**src/rtl/hazard_stall_ctrl_if.sv**
```systemverilog
// Hazard/control bundle between the ID-stage pipeline logic and the stall scheduler.
// The master is the pipeline side; the slave is the scheduler.
interface hazard_stall_ctrl_if #(
    parameter int CNT_W = 16
);
    logic             EXE_MemRead;
    logic [4:0]       EXE_WriteReg;
    logic [4:0]       IFID_Rs;
    logic [4:0]       IFID_Rt;
    logic [1:0]       ID_MulDivOp;
    logic             ID_ReadsHiLo;
    logic             EX_BranchTaken;
    logic             PC_Write;
    logic             IFID_Write;
    logic             IFID_Flush;
    logic             IDEX_Bubble;
    logic             MD_Start;
    logic             MD_IsDiv;
    logic             MD_Busy;
    logic             MD_Done;
    logic [CNT_W-1:0] StallCycles;

    modport master (
        output EXE_MemRead, EXE_WriteReg, IFID_Rs, IFID_Rt,
               ID_MulDivOp, ID_ReadsHiLo, EX_BranchTaken,
        input  PC_Write, IFID_Write, IFID_Flush, IDEX_Bubble,
               MD_Start, MD_IsDiv, MD_Busy, MD_Done, StallCycles
    );

    modport slave (
        input  EXE_MemRead, EXE_WriteReg, IFID_Rs, IFID_Rt,
               ID_MulDivOp, ID_ReadsHiLo, EX_BranchTaken,
        output PC_Write, IFID_Write, IFID_Flush, IDEX_Bubble,
               MD_Start, MD_IsDiv, MD_Busy, MD_Done, StallCycles
    );
endinterface

```
**src/rtl/hazard_stall_ctrl.sv**
```systemverilog
// Stall/flush scheduler for the 5-stage core: branch squash, load-use stall,
// and HI/LO unit sequencing with a busy countdown and a saturating stall counter.
module hazard_stall_ctrl #(
    parameter int MUL_CYCLES = 4,
    parameter int DIV_CYCLES = 32,
    parameter int CNT_W      = 16
) (
    input  logic               Clk,
    input  logic               Rst_n,
    hazard_stall_ctrl_if.slave bus
);
    localparam int MAX_CYC = (DIV_CYCLES > MUL_CYCLES) ? DIV_CYCLES : MUL_CYCLES;
    localparam int MD_W    = $clog2(MAX_CYC + 1);

    logic [MD_W-1:0]  md_cnt_q, md_cnt_d;
    logic [CNT_W-1:0] stall_cnt_q, stall_cnt_d;

    logic br_s, lu_s, md_op_s, md_busy_s, mdh_s;
    logic pc_write_s, ifid_write_s, ifid_flush_s, idex_bubble_s;
    logic md_start_s, md_is_div_s, md_done_s;

    // Hazard detection and priority resolution; reset forces the idle pattern.
    always_comb begin
        br_s          = 1'b0;
        lu_s          = 1'b0;
        md_op_s       = 1'b0;
        md_busy_s     = 1'b0;
        mdh_s         = 1'b0;
        pc_write_s    = 1'b1;
        ifid_write_s  = 1'b1;
        ifid_flush_s  = 1'b0;
        idex_bubble_s = 1'b0;
        md_start_s    = 1'b0;
        md_is_div_s   = 1'b0;
        md_done_s     = 1'b0;
        if (!Rst_n) begin
            pc_write_s    = 1'b1;
            ifid_write_s  = 1'b1;
        end else begin
            br_s      = bus.EX_BranchTaken;
            lu_s      = bus.EXE_MemRead && (bus.EXE_WriteReg != 5'd0) &&
                        ((bus.EXE_WriteReg == bus.IFID_Rs) || (bus.EXE_WriteReg == bus.IFID_Rt));
            md_op_s   = (bus.ID_MulDivOp == 2'b01) || (bus.ID_MulDivOp == 2'b10);
            md_busy_s = (md_cnt_q != {MD_W{1'b0}});
            md_done_s = (md_cnt_q == MD_W'(1));
            mdh_s     = md_busy_s && (bus.ID_ReadsHiLo || md_op_s);

            if (br_s) begin
                ifid_flush_s  = 1'b1;
                idex_bubble_s = 1'b1;
            end else if (lu_s || mdh_s) begin
                pc_write_s    = 1'b0;
                ifid_write_s  = 1'b0;
                idex_bubble_s = 1'b1;
            end else begin
                idex_bubble_s = 1'b0;
            end

            md_start_s  = md_op_s && !br_s && !lu_s && !md_busy_s;
            md_is_div_s = md_start_s && (bus.ID_MulDivOp == 2'b10);
        end
    end

    // Next-state for the HI/LO countdown and the saturating stall counter.
    always_comb begin
        md_cnt_d    = md_cnt_q;
        stall_cnt_d = stall_cnt_q;
        if (md_start_s) begin
            md_cnt_d = md_is_div_s ? MD_W'(DIV_CYCLES) : MD_W'(MUL_CYCLES);
        end else if (md_cnt_q != {MD_W{1'b0}}) begin
            md_cnt_d = md_cnt_q - MD_W'(1);
        end else begin
            md_cnt_d = md_cnt_q;
        end
        if (!pc_write_s && (stall_cnt_q != {CNT_W{1'b1}})) begin
            stall_cnt_d = stall_cnt_q + CNT_W'(1);
        end else begin
            stall_cnt_d = stall_cnt_q;
        end
    end

    // State registers; reset aborts any countdown in flight.
    always_ff @(posedge Clk or negedge Rst_n) begin
        if (!Rst_n) begin
            md_cnt_q    <= {MD_W{1'b0}};
            stall_cnt_q <= {CNT_W{1'b0}};
        end else begin
            md_cnt_q    <= md_cnt_d;
            stall_cnt_q <= stall_cnt_d;
        end
    end

    assign bus.PC_Write    = pc_write_s;
    assign bus.IFID_Write  = ifid_write_s;
    assign bus.IFID_Flush  = ifid_flush_s;
    assign bus.IDEX_Bubble = idex_bubble_s;
    assign bus.MD_Start    = md_start_s;
    assign bus.MD_IsDiv    = md_is_div_s;
    assign bus.MD_Busy     = md_busy_s;
    assign bus.MD_Done     = md_done_s;
    assign bus.StallCycles = stall_cnt_q;
endmodule
```
**src/flat_wrapper.sv**
```systemverilog
// flat-port wrapper written by rule: the top's interface ports become plain ports
module hazard_stall_ctrl_flat 
#(
    parameter int MUL_CYCLES = 4,
    parameter int DIV_CYCLES = 32,
    parameter int CNT_W      = 16
)
  (Clk, Rst_n, bus_EXE_MemRead, bus_EXE_WriteReg, bus_IFID_Rs, bus_IFID_Rt, bus_ID_MulDivOp, bus_ID_ReadsHiLo, bus_EX_BranchTaken, bus_PC_Write, bus_IFID_Write, bus_IFID_Flush, bus_IDEX_Bubble, bus_MD_Start, bus_MD_IsDiv, bus_MD_Busy, bus_MD_Done, bus_StallCycles);
  hazard_stall_ctrl_if #(.CNT_W(CNT_W)) bus_i ();
  input  logic Clk;
  input  logic Rst_n;
  input wire logic [$bits(bus_i.EXE_MemRead)-1:0] bus_EXE_MemRead;
  input wire logic [$bits(bus_i.EXE_WriteReg)-1:0] bus_EXE_WriteReg;
  input wire logic [$bits(bus_i.IFID_Rs)-1:0] bus_IFID_Rs;
  input wire logic [$bits(bus_i.IFID_Rt)-1:0] bus_IFID_Rt;
  input wire logic [$bits(bus_i.ID_MulDivOp)-1:0] bus_ID_MulDivOp;
  input wire logic [$bits(bus_i.ID_ReadsHiLo)-1:0] bus_ID_ReadsHiLo;
  input wire logic [$bits(bus_i.EX_BranchTaken)-1:0] bus_EX_BranchTaken;
  output wire logic [$bits(bus_i.PC_Write)-1:0] bus_PC_Write;
  output wire logic [$bits(bus_i.IFID_Write)-1:0] bus_IFID_Write;
  output wire logic [$bits(bus_i.IFID_Flush)-1:0] bus_IFID_Flush;
  output wire logic [$bits(bus_i.IDEX_Bubble)-1:0] bus_IDEX_Bubble;
  output wire logic [$bits(bus_i.MD_Start)-1:0] bus_MD_Start;
  output wire logic [$bits(bus_i.MD_IsDiv)-1:0] bus_MD_IsDiv;
  output wire logic [$bits(bus_i.MD_Busy)-1:0] bus_MD_Busy;
  output wire logic [$bits(bus_i.MD_Done)-1:0] bus_MD_Done;
  output wire logic [$bits(bus_i.StallCycles)-1:0] bus_StallCycles;
  assign bus_i.EXE_MemRead = bus_EXE_MemRead;
  assign bus_i.EXE_WriteReg = bus_EXE_WriteReg;
  assign bus_i.IFID_Rs = bus_IFID_Rs;
  assign bus_i.IFID_Rt = bus_IFID_Rt;
  assign bus_i.ID_MulDivOp = bus_ID_MulDivOp;
  assign bus_i.ID_ReadsHiLo = bus_ID_ReadsHiLo;
  assign bus_i.EX_BranchTaken = bus_EX_BranchTaken;
  assign bus_PC_Write = bus_i.PC_Write;
  assign bus_IFID_Write = bus_i.IFID_Write;
  assign bus_IFID_Flush = bus_i.IFID_Flush;
  assign bus_IDEX_Bubble = bus_i.IDEX_Bubble;
  assign bus_MD_Start = bus_i.MD_Start;
  assign bus_MD_IsDiv = bus_i.MD_IsDiv;
  assign bus_MD_Busy = bus_i.MD_Busy;
  assign bus_MD_Done = bus_i.MD_Done;
  assign bus_StallCycles = bus_i.StallCycles;
  hazard_stall_ctrl #(.MUL_CYCLES(MUL_CYCLES), .DIV_CYCLES(DIV_CYCLES), .CNT_W(CNT_W)) u_core (.Clk(Clk), .Rst_n(Rst_n), .bus(bus_i));
endmodule
```
**config.mk**
```make
export PLATFORM = sky130hd
export DESIGN_NAME = hazard_stall_ctrl_flat
export DESIGN_NICKNAME = d
export VERILOG_FILES = /design/src/rtl/hazard_stall_ctrl_if.sv /design/src/rtl/hazard_stall_ctrl.sv /design/src/flat_wrapper.sv
export SDC_FILE = /design/constraint.sdc
export NUM_CORES = 1
export LEC_CHECK = 0
export BUFFER_PORTS_ARGS = -buffer_cell sky130_fd_sc_hd__clkbuf_2
export CORE_ASPECT_RATIO = 0.5
export CORE_UTILIZATION = 50
export DETAILED_ROUTE_END_ITERATION = 8
export PLACE_DENSITY = 0.79
export SLEW_MARGIN = 0
export SYNTH_ARGS = -nofsm -noshare
export SYNTH_HDL_FRONTEND = slang
export SYNTH_SLANG_ARGS = --single-unit
```
**constraint.sdc**
```tcl
create_clock -name Clk -period 2.05 [get_ports Clk]
set_input_delay 0.1025 -clock Clk [delete_from_list [all_inputs] [get_ports Clk]]
set_output_delay 0.1025 -clock Clk [all_outputs]
set_load 0.05 [all_outputs]
```
Word level (Yosys, flattened, before mapping)
Index checks and enable logic that the tools add are counted.
{"block": "word_totals", "register_bits": 22, "word_cells": 44, "out_inout_bits": 24, "input_bits": 22}
{"block": "op_classes", "n_eq_ne": 6, "mux": 15, "reduce_logical": 19, "add_sub_neg": 2}
{"op": "6-bit two-way mux", "n": 3}
{"op": "16-bit by 1-bit adder with 16-bit output (second input constant)", "n": 1}
{"op": "16-bit inequality test (second input constant)", "n": 1}
{"op": "1-bit two-way mux", "n": 12}
{"op": "5-bit equality test", "n": 2}
{"op": "1-bit logical AND", "n": 8}
{"op": "6-bit by 1-bit equality test with 1-bit output (second input constant)", "n": 1}
{"op": "6-bit nonzero test", "n": 1}
{"op": "6-bit by 1-bit subtractor with 6-bit output (second input constant)", "n": 1}
{"op": "5-bit nonzero test", "n": 1}
{"op": "1-bit logical NOT", "n": 4}
{"op": "1-bit logical OR", "n": 4}
{"op": "2-bit by 1-bit equality test with 1-bit output (second input constant)", "n": 1}
{"op": "2-bit equality test (second input constant)", "n": 1}
{"op": "2-bit nonzero test", "n": 1}

Depth between registers and ports, before layout
Gate-level depths: netlist of run 1.
{"block": "logic_depth", "depth_word": 10, "ltp_mapped": 8}

Least setup slack after synthesis of run 1
OpenSTA, ideal clock, no wires.
{"block": "synth_path", "kind": "flip-flop to output port", "from": "reg u_core.md_cnt_q[2]", "to": "out bus_MD_IsDiv", "path_stages_with_launch": 4, "t_required_ns": 1.947, "n_path_buf": 0, "path_slack_ns": -0.122, "arrival_ns": 2.070, "path_cell_list": "dfrtp_1 nor3_1 nand2_1 nor3_1"}
{"block": "synth_between", "elab_chain_len": 5}
{"item": "from (decl)", "line_no": "hazard_stall_ctrl.sv:15", "source": "logic [MD_W-1:0] md_cnt_q, md_cnt_d;"}
{"item": "from (signal assigned)", "line_no": "hazard_stall_ctrl.sv:85", "source": "md_cnt_q <= {MD_W{1'b0}};"}
{"item": "from (signal assigned)", "line_no": "hazard_stall_ctrl.sv:88", "source": "md_cnt_q <= md_cnt_d;"}
{"item": "6-bit nonzero test", "line_no": "hazard_stall_ctrl.sv:44", "source": "md_busy_s = (md_cnt_q != {MD_W{1'b0}});"}
{"item": "1-bit logical NOT", "line_no": "hazard_stall_ctrl.sv:59", "source": "md_start_s = md_op_s && !br_s && !lu_s && !md_busy_s;"}
{"item": "1-bit logical AND", "line_no": "hazard_stall_ctrl.sv:59"}
{"item": "1-bit logical AND", "line_no": "hazard_stall_ctrl.sv:60", "source": "md_is_div_s = md_start_s && (bus.ID_MulDivOp == 2'b10);"}
{"item": "1-bit two-way mux", "line_no": "hazard_stall_ctrl.sv:36", "source": "if (!Rst_n) begin"}
{"item": "to (decl)", "line_no": "flat_wrapper.sv:24", "source": "output wire logic [$bits(bus_i.MD_IsDiv)-1:0] bus_MD_IsDiv;"}
Every way passes these cells.

Worst setup path in the final report of run 1
{"block": "layout_path", "from": "reg u_core.md_cnt_q[0]", "to": "out bus_IDEX_Bubble"}
{"block": "layout_between", "elab_chain_len": 6}
{"item": "6-bit nonzero test", "line_no": "hazard_stall_ctrl.sv:44"}
{"item": "1-bit logical AND", "line_no": "hazard_stall_ctrl.sv:46", "source": "mdh_s = md_busy_s && (bus.ID_ReadsHiLo || md_op_s);"}
{"item": "1-bit logical OR", "line_no": "hazard_stall_ctrl.sv:51", "source": "end else if (lu_s || mdh_s) begin"}
{"item": "1-bit two-way mux", "line_no": "hazard_stall_ctrl.sv:51"}
{"item": "1-bit two-way mux", "line_no": "hazard_stall_ctrl.sv:48", "source": "if (br_s) begin"}
{"item": "1-bit two-way mux", "line_no": "hazard_stall_ctrl.sv:36"}
{"item": "to (decl)", "line_no": "flat_wrapper.sv:22", "source": "output wire logic [$bits(bus_i.IDEX_Bubble)-1:0] bus_IDEX_Bubble;"}
Every way passes these cells.

==> metrics.log, run 1 <==
INFO  metric outcome = completed
INFO  metric num_rows = 13
INFO  metric grt_max_degree = 17
INFO  metric layout_setup_ws = 0.116 ns
INFO  metric netSwitchingPower = 0.779 mW
INFO  metric clock_skew = 0.00555 ns
INFO  metric syn_to_final_growth = 28.3%
INFO  metric wirelength = 2900 um
INFO  metric postSynthRegisterBits = 22
INFO  metric final_max_slew_viol_count = 0
INFO  metric layout.filler_cells = 196
INFO  metric combPwrFrac = 0.453
INFO  metric floorplan.core_area = 2650 um^2
INFO  metric gr-usage-all-layers = 0.205
INFO  metric timing_worst_setup_path_type = flop to primary output
INFO  metric synth_cell_types = 36
INFO  metric avgRoutedWirePerCell = 12.6 um
INFO  metric num-nets-final = 221
INFO  metric final_cycle_share = 0.944
INFO  metric finalWorstPathRequiredPeriod = 1.93 ns
INFO  metric worst_slew_pin_tran = 0.463 ns
INFO  metric cts_tree = done
INFO  metric vias = 1176
INFO  metric overflow = 0
INFO  metric cell_internal_pwr = 1.03 mW
INFO  metric antennaDiodeCount = 0
INFO  metric final-setup-viol-count = 0
INFO  metric max-clock-path-buffers = 2
INFO  metric htreeDepth = 1
INFO  metric dieArea = 3080 um^2
INFO  metric synthesized_cell_area = 1420 um^2
INFO  metric route.antenna.remaining_nets = 0
INFO  metric cts-root-buf = sky130_fd_sc_hd__clkbuf_8
INFO  metric synth-seq-area-share = 0.387
INFO  metric place_worst_setup_slack = 0.0628 ns
INFO  metric arr_time_crit_path = 1.83 ns
INFO  metric critPathRequiredTime = 1.95 ns
INFO  metric crit_path_max_fanout = 6
INFO  metric static-leakage-power = 0.905 nW
INFO  metric synthesis.instances = 138
INFO  metric floorplan.io_pins = 46
INFO  metric port_buffer_cells = 45
INFO  metric report.power.total = 1.81 mW
INFO  metric multi_input_comb_area = 842 um^2
INFO  metric cts_setup_buffers = 0
INFO  metric grt_antenna_before_repair = 0
INFO  metric dieWidth = 77.5 um
INFO  metric initial_core_utilization = 0.537
INFO  metric critPathCaptureType = primary output
INFO  metric wire_length_of_the_first_global_routing_pass = 4730 um
INFO  metric share_clk_of_total_power = 0.176
INFO  metric worst_max_slew_margin_expressed_relative_to_the_limit = 0.689
INFO  metric viasPerCell = 5.11
INFO  metric drt-initial-drc-count = 84
INFO  metric drive_gt1_frac = 0.430
INFO  metric finalWeightedCongestion = 0.831
INFO  metric via_count_of_the_first_global_routing_pass = 1032
INFO  metric post_synth.cell_area_avg = 10.3 um^2
INFO  metric syn_nets = 165
INFO  metric maxClockFrequency = 517 MHz
INFO  metric yosys_warnings = 0
INFO  metric detailed_place_hpwl = 2310 um
INFO  metric power.sequential.fraction = 0.370
INFO  metric unrepaired_setup_endpoints_after_global_routing = no
INFO  metric cts.reportedPaths.clkPinSlew = 0.07 ns
INFO  metric drc = 0
INFO  metric setup.worst_path.start_class = flop
INFO  metric clk_latency = 0.27 ns
INFO  metric worst_ir_drop_vdd = 0.486 mV
INFO  metric hold_class = primary input to flop
INFO  metric regArea = 554 um^2
INFO  metric power_switching_share = 0.431
INFO  metric power_density = 989 nW/um^2
INFO  metric max_capacitance_violation_count = 0
INFO  metric hold_violations = 0
INFO  metric fin_setup_tns = 0 ns
INFO  metric chipHeight = 39.7 um
INFO  metric detailedRoute.firstPassIterationCount = 4
INFO  metric cts.sink_count = 22
INFO  metric cts_buffers = 3
synth_stat cells (all sizes together):
cell type,number,area (um^2)
o21a,1,7.51
a31oi,1,6.26
and4,2,17.5
o31ai,1,7.51
xnor2,15,131
a22oi,1,12.5
nand2b,2,12.5
nand3,9,70.1
nor3b,2,15.0
and2,6,37.5
nor3,6,40.0
inv,7,26.3
nor2b,3,18.8
a21oi,3,15.0
nand4,9,75.1
nand2,5,21.3
xor2,11,96.3
or4,1,11.3
o22ai,1,20.0
and3,6,37.5
mux2,1,11.3
mux2i,1,10.0
and4b,1,10.0
dfrtp,22,551
ha,5,62.6
o21ai,5,36.3
nor2,7,26.3
buf,3,26.3
o221a,1,11.3
timing repair:
action / in CTS / in global routing
pin swaps: 0 / 0
hold buffers: 1 / 0
endpoints found under the setup margin: 1 / 9
gates resized for setup: 1 / 10
endpoints found under the hold margin: 6 / 0
cell usage in the layout (no fill, tap or decap), drive strengths merged, types with 5 or more instances in the layout:
cell	synthesis	final
nor2	7	7
clkbuf	0	48
inv	7	7
and2	6	6
xor2	11	11
o21ai	5	5
nand4	9	9
dfrtp	22	22
nand2	5	5
buf	3	9
ha	5	5
and3	6	6
xnor2	15	15
nand3	9	9
nor3	6	6
flip-flops by register name (all words and copies together) (netlist names):
register,flops
u_core.md_cnt_q,6
u_core.bus.StallCycles,16
power groups by stage:
stage / registers, mW / clock network [mW] / logic [mW]
2_1_floorplan: 0.815 / 0 / 0.433
3_3_place_gp: 0.666 / 0 / 0.789
3_5_place_dp: 0.671 / 0 / 0.813
4_1_cts: 0.665 / 0.323 / 0.816
5_1_grt: 0.696 / 0.340 / 0.895
6_report: 0.669 / 0.319 / 0.820
worst paths after layout:
kind	start	end	slack, ns	cells after the start
hold reg to reg	u_core.bus.StallCycles[5]$_DFFE_PN0P_	u_core.bus.StallCycles[5]$_DFFE_PN0P_	0.49	1
hold / removal	bus_ID_MulDivOp[1]	u_core.md_cnt_q[2]$_DFFE_PN0P_	0.21	3
max in group asynchronous	Rst_n	u_core.bus.StallCycles[5]$_DFFE_PN0P_	1.33	3
setup reg to reg	u_core.md_cnt_q[0]$_DFFE_PN0P_	u_core.bus.StallCycles[11]$_DFFE_PN0P_	0.20	8
setup / recovery	u_core.md_cnt_q[0]$_DFFE_PN0P_	bus_IDEX_Bubble	0.12	7
min in group asynchronous	Rst_n	u_core.md_cnt_q[2]$_DFFE_PN0P_	0.23	2
kinds of logic (layout without fill, tap and decap cells):
group           count (synthesis)  after routing  synth area share
flops                          22             22             0.387
simple gates                   59             59             0.276
compound gates                 14             14            0.0817
xor+xnor                       26             26             0.160
fa+ha+maj                       5              5            0.0439
buf+inv                        10             65            0.0369
mux                             2              2            0.0149
metrics by stage:
step	area [um^2]	utilization	hold slack [ns]	cells
3_5_place_dp	1740	0.656	-0.0111	225
2_1_floorplan	1430	-	-0.193	138
3_3_place_gp	1740	0.656	-0.0115	225
4_1_cts	1810	0.681	0.213	230
5_1_grt	1830	0.689	0.248	230
6_report	1830	0.689	0.208	230
area by class of cell:
class / instances / area share
Multi-Input combinational cell: 106 / 0.461
Sequential cell: 22 / 0.303
Timing Repair Buffer: 54 / 0.166
Clock buffer: 4 / 0.0301
Tap cell: 37 / 0.0253
Inverter: 7 / 0.0144
metal layers:
layer  vias up  wire, um  GRT usage
met5         -         0          0
li1        596         -          -
met3         4       106     0.0419
met1       549      1400      0.264
met2        27      1380      0.367
met4         0        19     0.0425
critical path, cell delays in order (launching register included):
cell and delay [ns]:
sky130_fd_sc_hd__dfrtp_2 0.42, sky130_fd_sc_hd__inv_1 0.08, sky130_fd_sc_hd__ha_1 0.22, sky130_fd_sc_hd__nor2b_2 0.16
sky130_fd_sc_hd__and2_4 0.15, sky130_fd_sc_hd__o22ai_4 0.18, sky130_fd_sc_hd__o21a_1 0.14, sky130_fd_sc_hd__clkbuf_4 0.22
Power figures use the tool's default switching activity.
==> run 2: changes to the inputs <==
Clock period 2.05 ns to 2 ns, I/O delays scaled along.
==> metrics.log, run 2 (synthesis gave the netlist of run 1 again) <==
INFO  metric outcome = completed (unchanged)
INFO  metric place_worst_setup_slack = 0.120 ns (was 0.0628 ns)
INFO  metric port_buffer_cells = 45 (unchanged)
INFO  metric cts_setup_buffers = 0 (unchanged)
INFO  metric cts.sink_count = 22 (unchanged)
INFO  metric grt_antenna_before_repair = 0 (unchanged)
INFO  metric max-clock-path-buffers = 2 (unchanged)
INFO  metric final-setup-viol-count = 0 (unchanged)
INFO  metric overflow = 0 (unchanged)
INFO  metric layout_setup_ws = 0.0768 ns (was 0.116 ns)
INFO  metric floorplan.io_pins = 46 (unchanged)
INFO  metric largest_register_ffs = 16 (unchanged)
INFO  metric detailedRoute.firstPassIterationCount = 4 (unchanged)
INFO  metric antennaDiodeCount = 0 (unchanged)
INFO  metric hp-start = bus_ID_MulDivOp[1] (unchanged)
INFO  metric clk_latency = 0.26 ns (was 0.27 ns)
INFO  metric htreeDepth = 1 (unchanged)
INFO  metric crit_path_top_delay_cell = sky130_fd_sc_hd__dfrtp_1 (was sky130_fd_sc_hd__dfrtp_2)
INFO  metric worst_slew_pin_tran = 0.486 ns (was 0.463 ns)
INFO  metric crit_buf_inv = 2 (unchanged)
INFO  metric via_count_of_the_first_global_routing_pass = 1013 (was 1032)
INFO  metric avgRoutedWirePerCell = 12.5 um (was 12.6 um)
INFO  metric finalWorstPathRequiredPeriod = 1.92 ns
INFO  metric detailroute.wirelength.met3 = 88 um (was 106 um)
INFO  metric unrepaired_setup_endpoints_after_global_routing = yes (was no)
INFO  metric num-nets-final = 222 (was 221)
INFO  metric max_stage_delay = 0.40 ns (was 0.42 ns)
INFO  metric timing.hold.worst_endpoint = u_core.md_cnt_q[2]$_DFFE_PN0P_ (unchanged)
INFO  metric grt_max_degree = 16 (was 17)
INFO  metric timing.hold.worst_path_depth = 3 (unchanged)
INFO  metric cts.reportedPaths.clkPinSlew = 0.08 ns (was 0.07 ns)
INFO  metric cts-root-buf = sky130_fd_sc_hd__clkbuf_8 (unchanged)
INFO  metric detailed_place_hpwl = 2260 um (was 2310 um)
INFO  metric timing_worst_setup_path_type = flop to primary output (unchanged)
INFO  metric route.antenna.remaining_nets = 0 (unchanged)
INFO  metric dieWidth = 77.5 um (unchanged)
INFO  metric critPathRequiredTime = 1.90 ns (was 1.95 ns)
INFO  metric timing.rr.end = u_core.bus.StallCycles[15]$_DFFE_PN0P_ (was u_core.bus.StallCycles[11]$_DFFE_PN0P_)
INFO  metric wirelength = 2880 um (was 2900 um)
INFO  metric finalWeightedCongestion = 0.855 (was 0.831)
INFO  metric arr_time_crit_path = 1.82 ns (was 1.83 ns)
INFO  metric wire_length_of_the_first_global_routing_pass = 4620 um (was 4730 um)
INFO  metric critical-path-top-delay-family = flip-flops (unchanged)
INFO  metric final_max_slew_viol_count = 0 (unchanged)
INFO  metric drt-initial-drc-count = 36 (was 84)
INFO  metric cts_buffers = 3 (unchanged)
INFO  metric max_capacitance_violation_count = 0 (unchanged)
INFO  metric mostFrequentLayoutCells = sky130_fd_sc_hd__clkbuf_2 (40), sky130_fd_sc_hd__dfrtp_1 (20), sky130_fd_sc_hd__xnor2_1 (15) (was sky130_fd_sc_hd__clkbuf_2 (41), sky130_fd_sc_hd__dfrtp_1 (19), sky130_fd_sc_hd__xnor2_1 (15))
INFO  metric path_cells = inv_1, ha_1, nor2b_1, and2_2, o22ai_4, o21a_1, buf_4 (was inv_1, ha_1, nor2b_2, and2_4, o22ai_4, o21a_1, clkbuf_4)
INFO  metric layout.cells.most_common = sky130_fd_sc_hd__clkbuf_2 (unchanged)
INFO  metric setup.worst_path.start_class = flop (unchanged)
INFO  metric syn_to_final_growth = 28.1% (was 28.3%)
INFO  metric dieArea = 3080 um^2 (unchanged)
INFO  metric drc = 0 (unchanged)
INFO  metric initial_core_utilization = 0.537 (unchanged)
INFO  metric worst_ir_drop_vdd = 0.489 mV (was 0.486 mV)
INFO  metric num_rows = 13 (unchanged)
INFO  metric floorplan.core_area = 2650 um^2 (unchanged)
INFO  metric critPathCaptureType = primary output (unchanged)
INFO  metric chipHeight = 39.7 um (unchanged)
INFO  metric maxClockFrequency = 520 MHz
INFO  metric rrSetupSlack = 0.14 ns (was 0.20 ns)
INFO  metric r2r.worst_path.cells = 8 (unchanged)
INFO  metric drive_gt1_frac = 0.418 (was 0.430)
INFO  metric hold_violations = 0 (unchanged)
INFO  metric wl_met1 = 1370 um (was 1400 um)
INFO  metric gr-usage-all-layers = 0.201 (was 0.205)
INFO  metric report.power.total = 1.84 mW (was 1.81 mW)
INFO  metric dr_wl_met2 = 1390 um (was 1380 um)
INFO  metric static-leakage-power = 0.909 nW (was 0.905 nW)
INFO  metric worst_r2r_startpoint = u_core.md_cnt_q[1]$_DFFE_PN0P_ (was u_core.md_cnt_q[0]$_DFFE_PN0P_)
INFO  metric worst_max_slew_margin_expressed_relative_to_the_limit = 0.674 (was 0.689)
INFO  metric crit_path_max_fanout = 5 (was 6)
INFO  metric cts_tree = done (unchanged)
INFO  metric maxUsedRoutingLayer = met4 (unchanged)
INFO  metric final_cycle_share = 0.962
INFO  metric viasPerCell = 5.03 (was 5.11)
INFO  metric hold_class = primary input to flop (unchanged)
INFO  metric power_density = 1010 nW/um^2 (was 989 nW/um^2)
INFO  metric clock_skew = 0.00234 ns (was 0.00555 ns)
INFO  metric vias = 1163 (was 1176)
==> run 2: power by group <==
| group | internal (mW) | leakage [nW] | switching, mW |
|---|---|---|---|
| sequential | 0.559 | 0.286 | 0.112 |
| clock | 0.176 | 0.0288 | 0.147 |
| combinational | 0.318 | 0.595 | 0.532 |
| total | 1.05 | 0.909 | 0.790 |
==> run 2: layout make-up <==
type	instances	area, um^2
repair buffers	55	310
flip-flops and latches	22	553
clock buffers	4	55.1
multi-input cells	106	833
inverters	7	26.3
well taps	37	46.3
fillers	224	827
==> run 2: how the worst max path moves through the flow <==
| stage | startpoint | endpoint | slack, ns | depth (start not counted) |
|---|---|---|---|---|
| 2_1_floorplan | u_core.bus.StallCycles[0]$_DFFE_PN0P_ | u_core.bus.StallCycles[4]$_DFFE_PN0P_ | 0.02 | 7 |
| 3_3_place_gp | u_core.bus.StallCycles[0]$_DFFE_PN0P_ | u_core.bus.StallCycles[4]$_DFFE_PN0P_ | 0.22 | 7 |
| 3_5_place_dp | u_core.bus.StallCycles[0]$_DFFE_PN0P_ | u_core.bus.StallCycles[4]$_DFFE_PN0P_ | 0.12 | 7 |
| 4_1_cts | u_core.md_cnt_q[1]$_DFFE_PN0P_ | bus_IDEX_Bubble | 0.005 | 7 |
| 5_1_grt | u_core.md_cnt_q[1]$_DFFE_PN0P_ | bus_IDEX_Bubble | -0.03 | 7 |
| 6_report | u_core.md_cnt_q[1]$_DFFE_PN0P_ | bus_IDEX_Bubble | 0.08 | 7 |
==> run 2: worst reg2reg max path, cell delays in order, from the launching register on <==
cell,delay (ns)
sky130_fd_sc_hd__dfrtp_1,0.40
sky130_fd_sc_hd__inv_1,0.10
sky130_fd_sc_hd__ha_1,0.21
sky130_fd_sc_hd__nor2b_1,0.14
sky130_fd_sc_hd__and2_2,0.20
sky130_fd_sc_hd__o22ai_4,0.18
sky130_fd_sc_hd__buf_4,0.21
sky130_fd_sc_hd__nand4_1,0.13
sky130_fd_sc_hd__xnor2_1,0.17
==> run 2: routing by layer <==
metal  up-vias  GRT usage
li1        597          -
met1       538      0.258
met2        24      0.341
met3         4     0.0419
met4         0     0.0802
met5         -          0
==> run 2: repair_timing <==
action | in CTS | in global routing
gates resized for setup | 0 | 11
hold buffers | 1 | 0
setup endpoints to repair | 0 | 11
endpoints found under the hold margin | 9 | 0
==> run 2: stage by stage <==
| stage | setup TNS [ns] | instance area [um^2] | hold WS (ns) | instances | util |
|---|---|---|---|---|---|
| floorplan | 0 | 1430 | -0.196 | 138 | - |
| global placement | 0 | 1750 | -0.00554 | 226 | 0.659 |
| detailed placement | 0 | 1750 | 0.00239 | 226 | 0.659 |
| CTS | 0 | 1810 | 0.226 | 231 | 0.683 |
| global route | -0.0370 | 1820 | 0.251 | 231 | 0.688 |
| finish | 0 | 1820 | 0.231 | 231 | 0.688 |
==> run 3: changes to the inputs <==
==> constraint.sdc (replaced) <==
create_clock -name Clk -period 2 [get_ports Clk]
set_input_delay 0.2 -clock Clk [delete_from_list [all_inputs] [get_ports Clk]]
set_output_delay 0.2 -clock Clk [all_outputs]
set_load 0.05 [all_outputs]
==> metrics.log, run 3 (synthesis gave the netlist of run 1 again) <==
INFO  metric outcome = completed (unchanged)
INFO  metric cts.reportedPaths.clkPinSlew = 0.08 ns (about the same)
INFO  metric route.antenna.remaining_nets = 0 (unchanged)
INFO  metric place_area = 1770 um^2 (was 1750 um^2)
INFO  metric timing.critical_path.from = u_core.md_cnt_q[1]$_DFFE_PN0P_ (unchanged)
INFO  metric initial_core_utilization = 0.537 (unchanged)
INFO  metric fin_setup_tns = 0 ns (unchanged)
INFO  metric share_clk_of_total_power = 0.207 (was 0.175)
INFO  metric drt-initial-drc-count = 62 (was 36)
INFO  metric critPathRequiredTime = 1.80 ns (was 1.90 ns)
INFO  metric clk_latency = 0.27 ns (was 0.26 ns)
INFO  metric final-setup-viol-count = 0 (unchanged)
INFO  metric chipHeight = 39.7 um (unchanged)
INFO  metric floorplan.core_area = 2650 um^2 (unchanged)
INFO  metric endpoint = bus_PC_Write (was bus_IDEX_Bubble)
INFO  metric cts-root-buf = sky130_fd_sc_hd__clkbuf_8 (unchanged)
INFO  metric num-nets-final = 227 (was 222)
INFO  metric syn_to_final_growth = 33.7% (was 28.1%)
INFO  metric port_buffer_cells = 45 (unchanged)
INFO  metric worst_slew_pin_tran = 0.331 ns (was 0.486 ns)
INFO  metric place.detailed.instances = 228 (was 226)
INFO  metric largest_register_ffs = 16 (unchanged)
INFO  metric hold_class = primary input to flop (unchanged)
INFO  metric static-leakage-power = 0.949 nW (was 0.909 nW)
INFO  metric viasPerCell = 5.23 (was 5.03)
INFO  metric wire_length_of_the_first_global_routing_pass = 5150 um (was 4620 um)
INFO  metric avgRoutedWirePerCell = 13.8 um (was 12.5 um)
INFO  metric cts_tree = done (unchanged)
INFO  metric wirelength = 3250 um (was 2880 um)
INFO  metric power_switching_share = 0.417 (was 0.429)
INFO  metric num_rows = 13 (unchanged)
INFO  metric timing.rr.end = u_core.bus.StallCycles[1]$_DFFE_PN0P_ (was u_core.bus.StallCycles[15]$_DFFE_PN0P_)
INFO  metric max-clock-path-buffers = 2 (unchanged)
INFO  metric power_density = 1070 nW/um^2 (was 1010 nW/um^2)
INFO  metric grt_antenna_before_repair = 0 (unchanged)
INFO  metric detailed_place_hpwl = 2400 um (was 2260 um)
INFO  metric htreeDepth = 1 (unchanged)
INFO  metric max_capacitance_violation_count = 0 (unchanged)
INFO  metric crit_path_max_fanout = 4 (was 5)
INFO  metric timing_worst_setup_path_type = flop to primary output (unchanged)
INFO  metric timing.hold.worst_path_depth = 3 (unchanged)
INFO  metric final_max_slew_viol_count = 0 (unchanged)
INFO  metric antennaDiodeCount = 0 (unchanged)
INFO  metric final.hold.worst_slack = 0.300 ns (was 0.231 ns)
INFO  metric gr-usage-all-layers = 0.224 (was 0.201)
INFO  metric worst_max_slew_margin_expressed_relative_to_the_limit = 0.778 (was 0.674)
INFO  metric r2r.worst_path.cells = 7 (was 8)
INFO  metric vias = 1235 (was 1163)
INFO  metric dieWidth = 77.5 um (unchanged)
INFO  metric worst_ir_drop_vdd = 0.514 mV (was 0.489 mV)
INFO  metric dieArea = 3080 um^2 (unchanged)
INFO  metric fin_area = 1900 um^2 (was 1820 um^2)
INFO  metric finalWeightedCongestion = 0.786 (was 0.855)
INFO  metric finalWorstPathRequiredPeriod = 1.93 ns (was 1.92 ns)
INFO  metric floorplan.io_pins = 46 (unchanged)
INFO  metric overflow = 0 (unchanged)
INFO  metric cts.sink_count = 22 (unchanged)
INFO  metric maxClockFrequency = 519 MHz (was 520 MHz)
INFO  metric layout_setup_ws = 0.0732 ns (was 0.0768 ns)
INFO  metric drc = 0 (unchanged)
INFO  metric cell_internal_pwr = 1.19 mW (was 1.05 mW)
INFO  metric worst_r2r_startpoint = u_core.bus.StallCycles[0]$_DFFE_PN0P_ (was u_core.md_cnt_q[1]$_DFFE_PN0P_)
INFO  metric cts_buffers = 3 (unchanged)
INFO  metric layout.cells.most_common = sky130_fd_sc_hd__clkbuf_2 (unchanged)
INFO  metric clock_skew = 0.00752 ns (was 0.00234 ns)
INFO  metric rrSetupSlack = 0.11 ns (was 0.14 ns)
INFO  metric setup.worst_path.start_class = flop (unchanged)
INFO  metric detailedRoute.firstPassIterationCount = 4 (unchanged)
INFO  metric power.sequential.fraction = 0.337 (was 0.364)
INFO  metric netSwitchingPower = 0.854 mW (was 0.790 mW)
INFO  metric final_instance_count_without_filler_cells = 236 (was 231)
INFO  metric drive_gt1_frac = 0.457 (was 0.418)
INFO  metric grt_max_degree = 14 (was 16)
INFO  metric combPwrFrac = 0.456 (was 0.461)
INFO  metric arr_time_crit_path = 1.73 ns (was 1.82 ns)
INFO  metric mostFrequentLayoutCells = sky130_fd_sc_hd__clkbuf_2 (40), sky130_fd_sc_hd__dfrtp_1 (20), sky130_fd_sc_hd__xnor2_1 (15) (unchanged)
INFO  metric via_count_of_the_first_global_routing_pass = 1082 (was 1013)
INFO  metric final_cycle_share = 0.963 (was 0.962)
INFO  metric hold_violations = 0 (unchanged)
INFO  metric place_worst_setup_slack = 0.128 ns (was 0.120 ns)
INFO  metric critPathCaptureType = primary output (unchanged)
run 3: final cells by class:
cell class | instances | area, um^2
Clock inverter | 1 | 30.0
Clock buffer | 3 | 41.3
Timing Repair Buffer | 60 | 352
Fill cell | 198 | 747
Sequential cell | 22 | 553
Tap cell | 37 | 46.3
Multi-Input combinational cell | 106 | 856
Inverter | 7 | 26.3
run 3: layer usage:
layer  vias to the layer above  share of wire  global-route usage
met5                         -              0                   0
met2                        29           0.51               0.405
met4                         0         0.0034              0.0425
met1                       597           0.45               0.288
li1                        607              -                   -
met3                         2          0.033              0.0442
run 3: worst max-delay path: stages (launching register included):
cell and delay (ns):
sky130_fd_sc_hd__dfrtp_1 0.42, sky130_fd_sc_hd__inv_2 0.09, sky130_fd_sc_hd__ha_2 0.20, sky130_fd_sc_hd__nor2b_4 0.16, sky130_fd_sc_hd__and2_4 0.17, sky130_fd_sc_hd__o22ai_4 0.08, sky130_fd_sc_hd__nand2_4 0.08, sky130_fd_sc_hd__buf_2 0.26
run 3: worst min path at each step:
stage	to	startpoint	slack (ns)
2_1_floorplan	u_core.bus.StallCycles[0]$_DFFE_PN0P_	Rst_n	-0.1
3_3_place_gp	u_core.md_cnt_q[2]$_DFFE_PN0P_	Rst_n	0.04
3_5_place_dp	u_core.md_cnt_q[2]$_DFFE_PN0P_	Rst_n	0.04
4_1_cts	u_core.md_cnt_q[2]$_DFFE_PN0P_	bus_ID_MulDivOp[1]	0.30
5_1_grt	u_core.md_cnt_q[2]$_DFFE_PN0P_	bus_ID_MulDivOp[1]	0.31
6_report	u_core.md_cnt_q[2]$_DFFE_PN0P_	bus_ID_MulDivOp[1]	0.30
run 3: repair_timing:
action | 4_1_cts | 5_1_grt
hold endpoints to repair | 12 | 0
gates resized for setup | 3 | 13
setup buffers | 0 | 3
hold buffers | 1 | 0
setup endpoints to repair | 4 | 7
pin swaps | 0 | 2
run 3: power groups by stage:
stage / sequential [mW] / combinational, mW / clock, mW
2_1_floorplan: 0.836 / 0.447 / 0
3_3_place_gp: 0.668 / 0.832 / 0
3_5_place_dp: 0.678 / 0.862 / 0
4_1_cts: 0.672 / 0.869 / 0.423
5_1_grt: 0.705 / 1.02 / 0.444
6_report: 0.690 / 0.932 / 0.424
run 3: per-stage QoR:
step           power (mW)  utilization
2_1_floorplan        1.28            -
3_3_place_gp         1.50        0.666
3_5_place_dp         1.54        0.666
4_1_cts              1.96        0.700
5_1_grt              2.17        0.718
6_report             2.05        0.718
